==> config.mk <==
export PLATFORM = sky130hd
export DESIGN_NAME = constant_encoder
export DESIGN_NICKNAME = d
export VERILOG_FILES = /design/src/rtl/constant_encoder.sv
export SDC_FILE = /design/constraint.sdc
export NUM_CORES = 1
export LEC_CHECK = 0
export BUFFER_PORTS_ARGS = -buffer_cell sky130_fd_sc_hd__buf_2
export CORE_MARGIN = 2
export CORE_UTILIZATION = 55
export DETAILED_ROUTE_END_ITERATION = 10
export PLACE_DENSITY = 0.84
export SKIP_LAST_GASP = 1
export SYNTH_ARGS = -nofsm -noshare
export SYNTH_HDL_FRONTEND = slang
export SYNTH_SLANG_ARGS = --single-unit
==> constraint.sdc <==
create_clock -name CLK -period 3.1 [get_ports CLK]
set_clock_uncertainty 0.05 [all_clocks]
set_input_delay 0.155 -clock CLK [delete_from_list [all_inputs] [get_ports CLK]]
set_output_delay 0.155 -clock CLK [all_outputs]
set_load 0.005 [all_outputs]
==> src/rtl/constant_encoder.sv <==
// constant_encoder
//   Splits a 32-bit constant into the shortest sequence of 15-bit immediate /
//   extension-select beats for the constant-extension unit. A constant that
//   fits one immediate (sign- or zero-extended) takes one beat. Any other
//   constant takes three zero-fill beats carrying 2 + 15 + 15 bits.
//   A downstream accumulate-by-shift consumer rebuilds the original word.
//
// Ports
//   CLK       : clock, rising edge
//   RST_N     : asynchronous active-low reset
//   IN_VALID  : VALUE is presented
//   IN_READY  : block can accept a constant (IDLE only)
//   VALUE     : 32-bit constant to encode
//   OUT_VALID : IM/CS/FIRST/LAST hold a valid beat
//   OUT_READY : consumer takes the beat this cycle
//   IM        : 15-bit immediate field
//   CS        : 1 = sign-extend, 0 = zero-fill
//   FIRST     : beat starts a new constant
//   LAST      : final beat of the constant
//   WIDE_CNT  : saturating count of constants that needed three beats
module constant_encoder (
  input  logic        CLK,
  input  logic        RST_N,
  input  logic        IN_VALID,
  output logic        IN_READY,
  input  logic [31:0] VALUE,
  output logic        OUT_VALID,
  input  logic        OUT_READY,
  output logic [14:0] IM,
  output logic        CS,
  output logic        FIRST,
  output logic        LAST,
  output logic [15:0] WIDE_CNT
);

  typedef enum logic [2:0] {
    IDLE,
    SHORT,
    W0,
    W1,
    W2
  } state_t;

  state_t      r_state;
  state_t      w_state_nxt;

  // Only bits [29:0] are needed after the accept beat; [31:30] go out in W0
  // straight from VALUE.
  logic [29:0] r_value;
  logic [29:0] w_value_nxt;

  logic        r_out_valid;
  logic        w_out_valid_nxt;
  logic [14:0] r_im;
  logic [14:0] w_im_nxt;
  logic        r_cs;
  logic        w_cs_nxt;
  logic        r_first;
  logic        w_first_nxt;
  logic        r_last;
  logic        w_last_nxt;
  logic [15:0] r_wide_cnt;

  logic        w_sign_fit;
  logic        w_zero_fit;
  logic        w_xfer;
  logic        w_wide_inc;

  assign w_sign_fit = (VALUE[31:14] == '0) || (VALUE[31:14] == '1);
  assign w_zero_fit = (VALUE[31:15] == '0);
  assign w_xfer     = r_out_valid && OUT_READY;

  // Next-state and next-beat decode. Beat fields are computed one cycle
  // ahead so every output comes straight from a register; with no transfer
  // everything holds, which keeps the beat stable under backpressure.
  always_comb begin
    w_state_nxt     = r_state;
    w_value_nxt     = r_value;
    w_out_valid_nxt = r_out_valid;
    w_im_nxt        = r_im;
    w_cs_nxt        = r_cs;
    w_first_nxt     = r_first;
    w_last_nxt      = r_last;
    w_wide_inc      = 1'b0;

    case (r_state)
      IDLE: begin
        if (IN_VALID) begin
          w_value_nxt     = VALUE[29:0];
          w_out_valid_nxt = 1'b1;
          w_first_nxt     = 1'b1;
          if (w_sign_fit || w_zero_fit) begin
            // Sign-fit wins when both hold (values 0..0x3FFF).
            w_state_nxt = SHORT;
            w_im_nxt    = VALUE[14:0];
            w_cs_nxt    = w_sign_fit;
            w_last_nxt  = 1'b1;
          end else begin
            w_state_nxt = W0;
            w_im_nxt    = {13'b0, VALUE[31:30]};
            w_cs_nxt    = 1'b0;
            w_last_nxt  = 1'b0;
            w_wide_inc  = 1'b1;
          end
        end
      end

      W0: begin
        if (w_xfer) begin
          w_state_nxt = W1;
          w_im_nxt    = r_value[29:15];
          w_first_nxt = 1'b0;
          w_last_nxt  = 1'b0;
        end
      end

      W1: begin
        if (w_xfer) begin
          w_state_nxt = W2;
          w_im_nxt    = r_value[14:0];
          w_last_nxt  = 1'b1;
        end
      end

      SHORT, W2: begin
        if (w_xfer) begin
          w_state_nxt     = IDLE;
          w_out_valid_nxt = 1'b0;
          w_im_nxt        = '0;
          w_cs_nxt        = 1'b0;
          w_first_nxt     = 1'b0;
          w_last_nxt      = 1'b0;
        end
      end

      default: begin
        w_state_nxt     = IDLE;
        w_out_valid_nxt = 1'b0;
        w_im_nxt        = '0;
        w_cs_nxt        = 1'b0;
        w_first_nxt     = 1'b0;
        w_last_nxt      = 1'b0;
      end
    endcase
  end

  always_ff @(posedge CLK or negedge RST_N) begin
    if (!RST_N) begin
      r_state     <= IDLE;
      r_value     <= '0;
      r_out_valid <= 1'b0;
      r_im        <= '0;
      r_cs        <= 1'b0;
      r_first     <= 1'b0;
      r_last      <= 1'b0;
    end else begin
      r_state     <= w_state_nxt;
      r_value     <= w_value_nxt;
      r_out_valid <= w_out_valid_nxt;
      r_im        <= w_im_nxt;
      r_cs        <= w_cs_nxt;
      r_first     <= w_first_nxt;
      r_last      <= w_last_nxt;
    end
  end

  always_ff @(posedge CLK or negedge RST_N) begin
    if (!RST_N) begin
      r_wide_cnt <= '0;
    end else if (w_wide_inc && (r_wide_cnt != '1)) begin
      r_wide_cnt <= r_wide_cnt + 16'd1;
    end
  end

  assign IN_READY  = (r_state == IDLE);
  assign OUT_VALID = r_out_valid;
  assign IM        = r_im;
  assign CS        = r_cs;
  assign FIRST     = r_first;
  assign LAST      = r_last;
  assign WIDE_CNT  = r_wide_cnt;

endmodule
==> impl_metrics.py <==
metrics = {
    "timing": {
        "relSlewSlack_pct": 53.9,
        "timing.setup.tns_ps": 0,
        "holdWs_ps": 11.3,
        "hold_violations": 0,
        "rsz0062_at_grt": "false",
        "finalCriticalPeriod_ps": 2190,
        "slew_viol_final": 0,
        "min_period_over_period_pct": 70.8,
        "setup_violations": 0,
        "worst_pin_slew_ps": 691,
        "fmax_ghz": 0.456,
    },
    "routing": {
        "drt-pass1-iter-count": 4,
        "drcViolationCount": 0,
        "wl_per_cell_um": 17.3,
        "ant_nets": 0,
        "dr.first_iter.drc_count": 150,
        "vias": 2383,
        "via_per_inst": 5.70,
        "wl_um": 7220,
    },
    "clock_network": {
        "cts_root_buf": "clkbuf_8",
        "clk_path_buf_depth": 2,
        "cts_buffers": 9,
        "clkLatencyLatePin_ps": 340,
        "htree_levels": 3,
        "cts_resized": 0,
        "cts_tree": "built",
        "cts_sinks": 68,
        "cts_post_setup_buffers_inserted": 0,
        "path_clk_slew_ps": 70,
    },
    "die": {
        "die_height_um": 80.5,
        "core_area_sq_um": 5570,
        "die_area_sq_um": 6480,
        "start_util_pct": 57.7,
        "num_rows": 27,
        "die_w_um": 80.5,
        "design.portCount": 72,
    },
    "synthesis": {
        "syn_nets": 300,
        "netlist_instances": 263,
        "synth_most_common_cell": "dfrtp_1",
        "yosysTopAreaCellShare_pct": 52.9,
        "synth-seq-cells": 68,
        "syn-cell-area_sq_um": 3220,
        "ys_warn_count": 0,
        "avgSynthCellArea_sq_um": 12.2,
        "ys.flop_type": "dfrtp_1",
        "yosys.area.top_type": "dfrtp_1",
        "synth_cell_type_count": 44,
        "yosysSeqAreaShare_pct": 52.9,
        "synthArstFlopShare_pct": 100,
        "synth_common_cells": "dfrtp_1, mux2_2, nor3_1",
        "synth_edf_count": 0,
        "synthTopCellsByArea": "dfrtp_1, mux2_2, mux2i_1",
    },
    "power_and_ir_drop": {
        "power_mw": 3.50,
        "power_density_nw_per_um2": 897,
        "peakVddDrop_v": 0.000509,
        "leakage_nw": 1.84,
    },
    "final_layout": {
        "n_antenna_cell": 0,
        "area_growth_pct": 21.1,
        "nets": 378,
        "layout-drive-gt1-share_pct": 41.3,
        "postLayoutCellArea_sq_um": 3900,
    },
    "grt": {
        "grt_overflow_total": 0,
        "grt_pass1_wl_um": 11800,
        "grt_max_degree": 41,
        "antenna_found_initial": 0,
        "grt_pass1_vias": 2447,
        "track_usage_pct": 24.4,
    },
    "critical_path": {
        "worstSetupPathType": "flip-flop to flip-flop",
        "startpoint_type": "flip-flop",
        "end_kind": "flip-flop",
        "slowest_delay_ps": 500,
        "required_ps": 3310,
        "worst-path-max-fanout": 19,
        "crit_arrival_ps": 2410,
        "critPathSlowestCell": "dfrtp_1",
        "crit_path_cell_trace": "nor3_4, and2_1, buf_4, nand4_4, nor4_1, xor2_1",
    },
    "hold_path": {
        "hp-class": "input pin to flip-flop",
    },
    "placement": {
        "gp_congestion": 0.812,
        "placed_area_sq_um": 3600,
        "place.port_buffers": 71,
        "dp_hpwl_um": 4890,
    },
    "job": {
        "maxCapViolCount": 0,
    },
    "outcome": {
        "status": "finished clean",
    },
}
## final timing paths
check                      depth (start not counted)        from      endpoint  slack [ps]
setup / recovery                                   6  r_state[0]  WIDE_CNT[15]         910
hold / removal                                     2   VALUE[10]        IM[10]          10
setup reg to reg                                   6  r_state[0]  WIDE_CNT[15]         910
hold reg to reg                                    2        LAST          LAST         430
max in group asynchronous                          3       RST_N   WIDE_CNT[2]        2020
min in group asynchronous                          2       RST_N   WIDE_CNT[9]         330
## logic make-up (layout without fill, tap and decap cells)
group	Yosys count	count (layout)	synth area share, %
AO/OA/AOI/OAI	33	33	8.36
XOR/XNOR	15	15	4.08
adder cells (fa/ha/maj)	1	1	0.389
buffers and inverters	21	104	4.28
flip-flops	68	68	52.9
multiplexers	48	48	16.1
AND/OR/NAND/NOR	77	77	13.9
## cell usage in the layout (no fill, tap or decap), drive strengths merged, types with 6 or more instances in the layout
cell type	netlist	routed
xor2	10	10
nor3	23	23
o21ai	6	6
nand4	9	9
mux2i	17	17
nor4	6	6
a221o	13	13
nor2	9	9
clkbuf	3	10
dlygate4sd3	0	7
mux2	31	31
dfrtp	68	68
buf	13	76
nand2	12	12
## timing repair
item                       CTS  global route
hold buffers                 7             0
setup endpoints to repair    0             0
hold endpoints to repair    35             0
## layout make-up
| type | instances | area [sq um] |
|---|---|---|
| repair buffers | 83 | 475 |
| well taps | 72 | 90.1 |
| fillers | 423 | 1680 |
| clock inverters | 6 | 87.6 |
| multi-input cells | 174 | 1390 |
| clock buffers | 10 | 138 |
| inverters | 5 | 18.8 |
| flip-flops and latches | 68 | 1700 |
## report_power, final
group          switching, mW  leakage [nW]  internal (mW)
sequential             0.243         0.842           1.23
combinational          0.583         0.897          0.633
clock                  0.339         0.105          0.473
## state kept, by name, summed over array words and instances (netlist names)
register   count
CS             1
FIRST          1
IM            15
LAST           1
OUT_VALID      1
WIDE_CNT      16
r_state        3
r_value       30
## worst max-delay path, delay by kind of cell, from the launching register on
family,cells,cell delay (ps)
xor+xnor,1,170
flops,1,500
simple gates,4,1100
buf+inv,1,280
## per-stage QoR
stage	utilization, %	setup slack [ps]	instances
global placement	64.6	1050	395
detailed placement	64.6	949	395
floorplan	-	1240	263
CTS	69.9	908	418
finish	69.9	906	418
global route	69.9	737	418
## metal layers
layer / routed length, um / track usage [%]
met1: 3180 / 32.2
met2: 3490 / 38.5
met3: 350 / 4.16
met4: 200 / 12.9
met5: 0 / 0
Power figures use the tool's default switching activity.
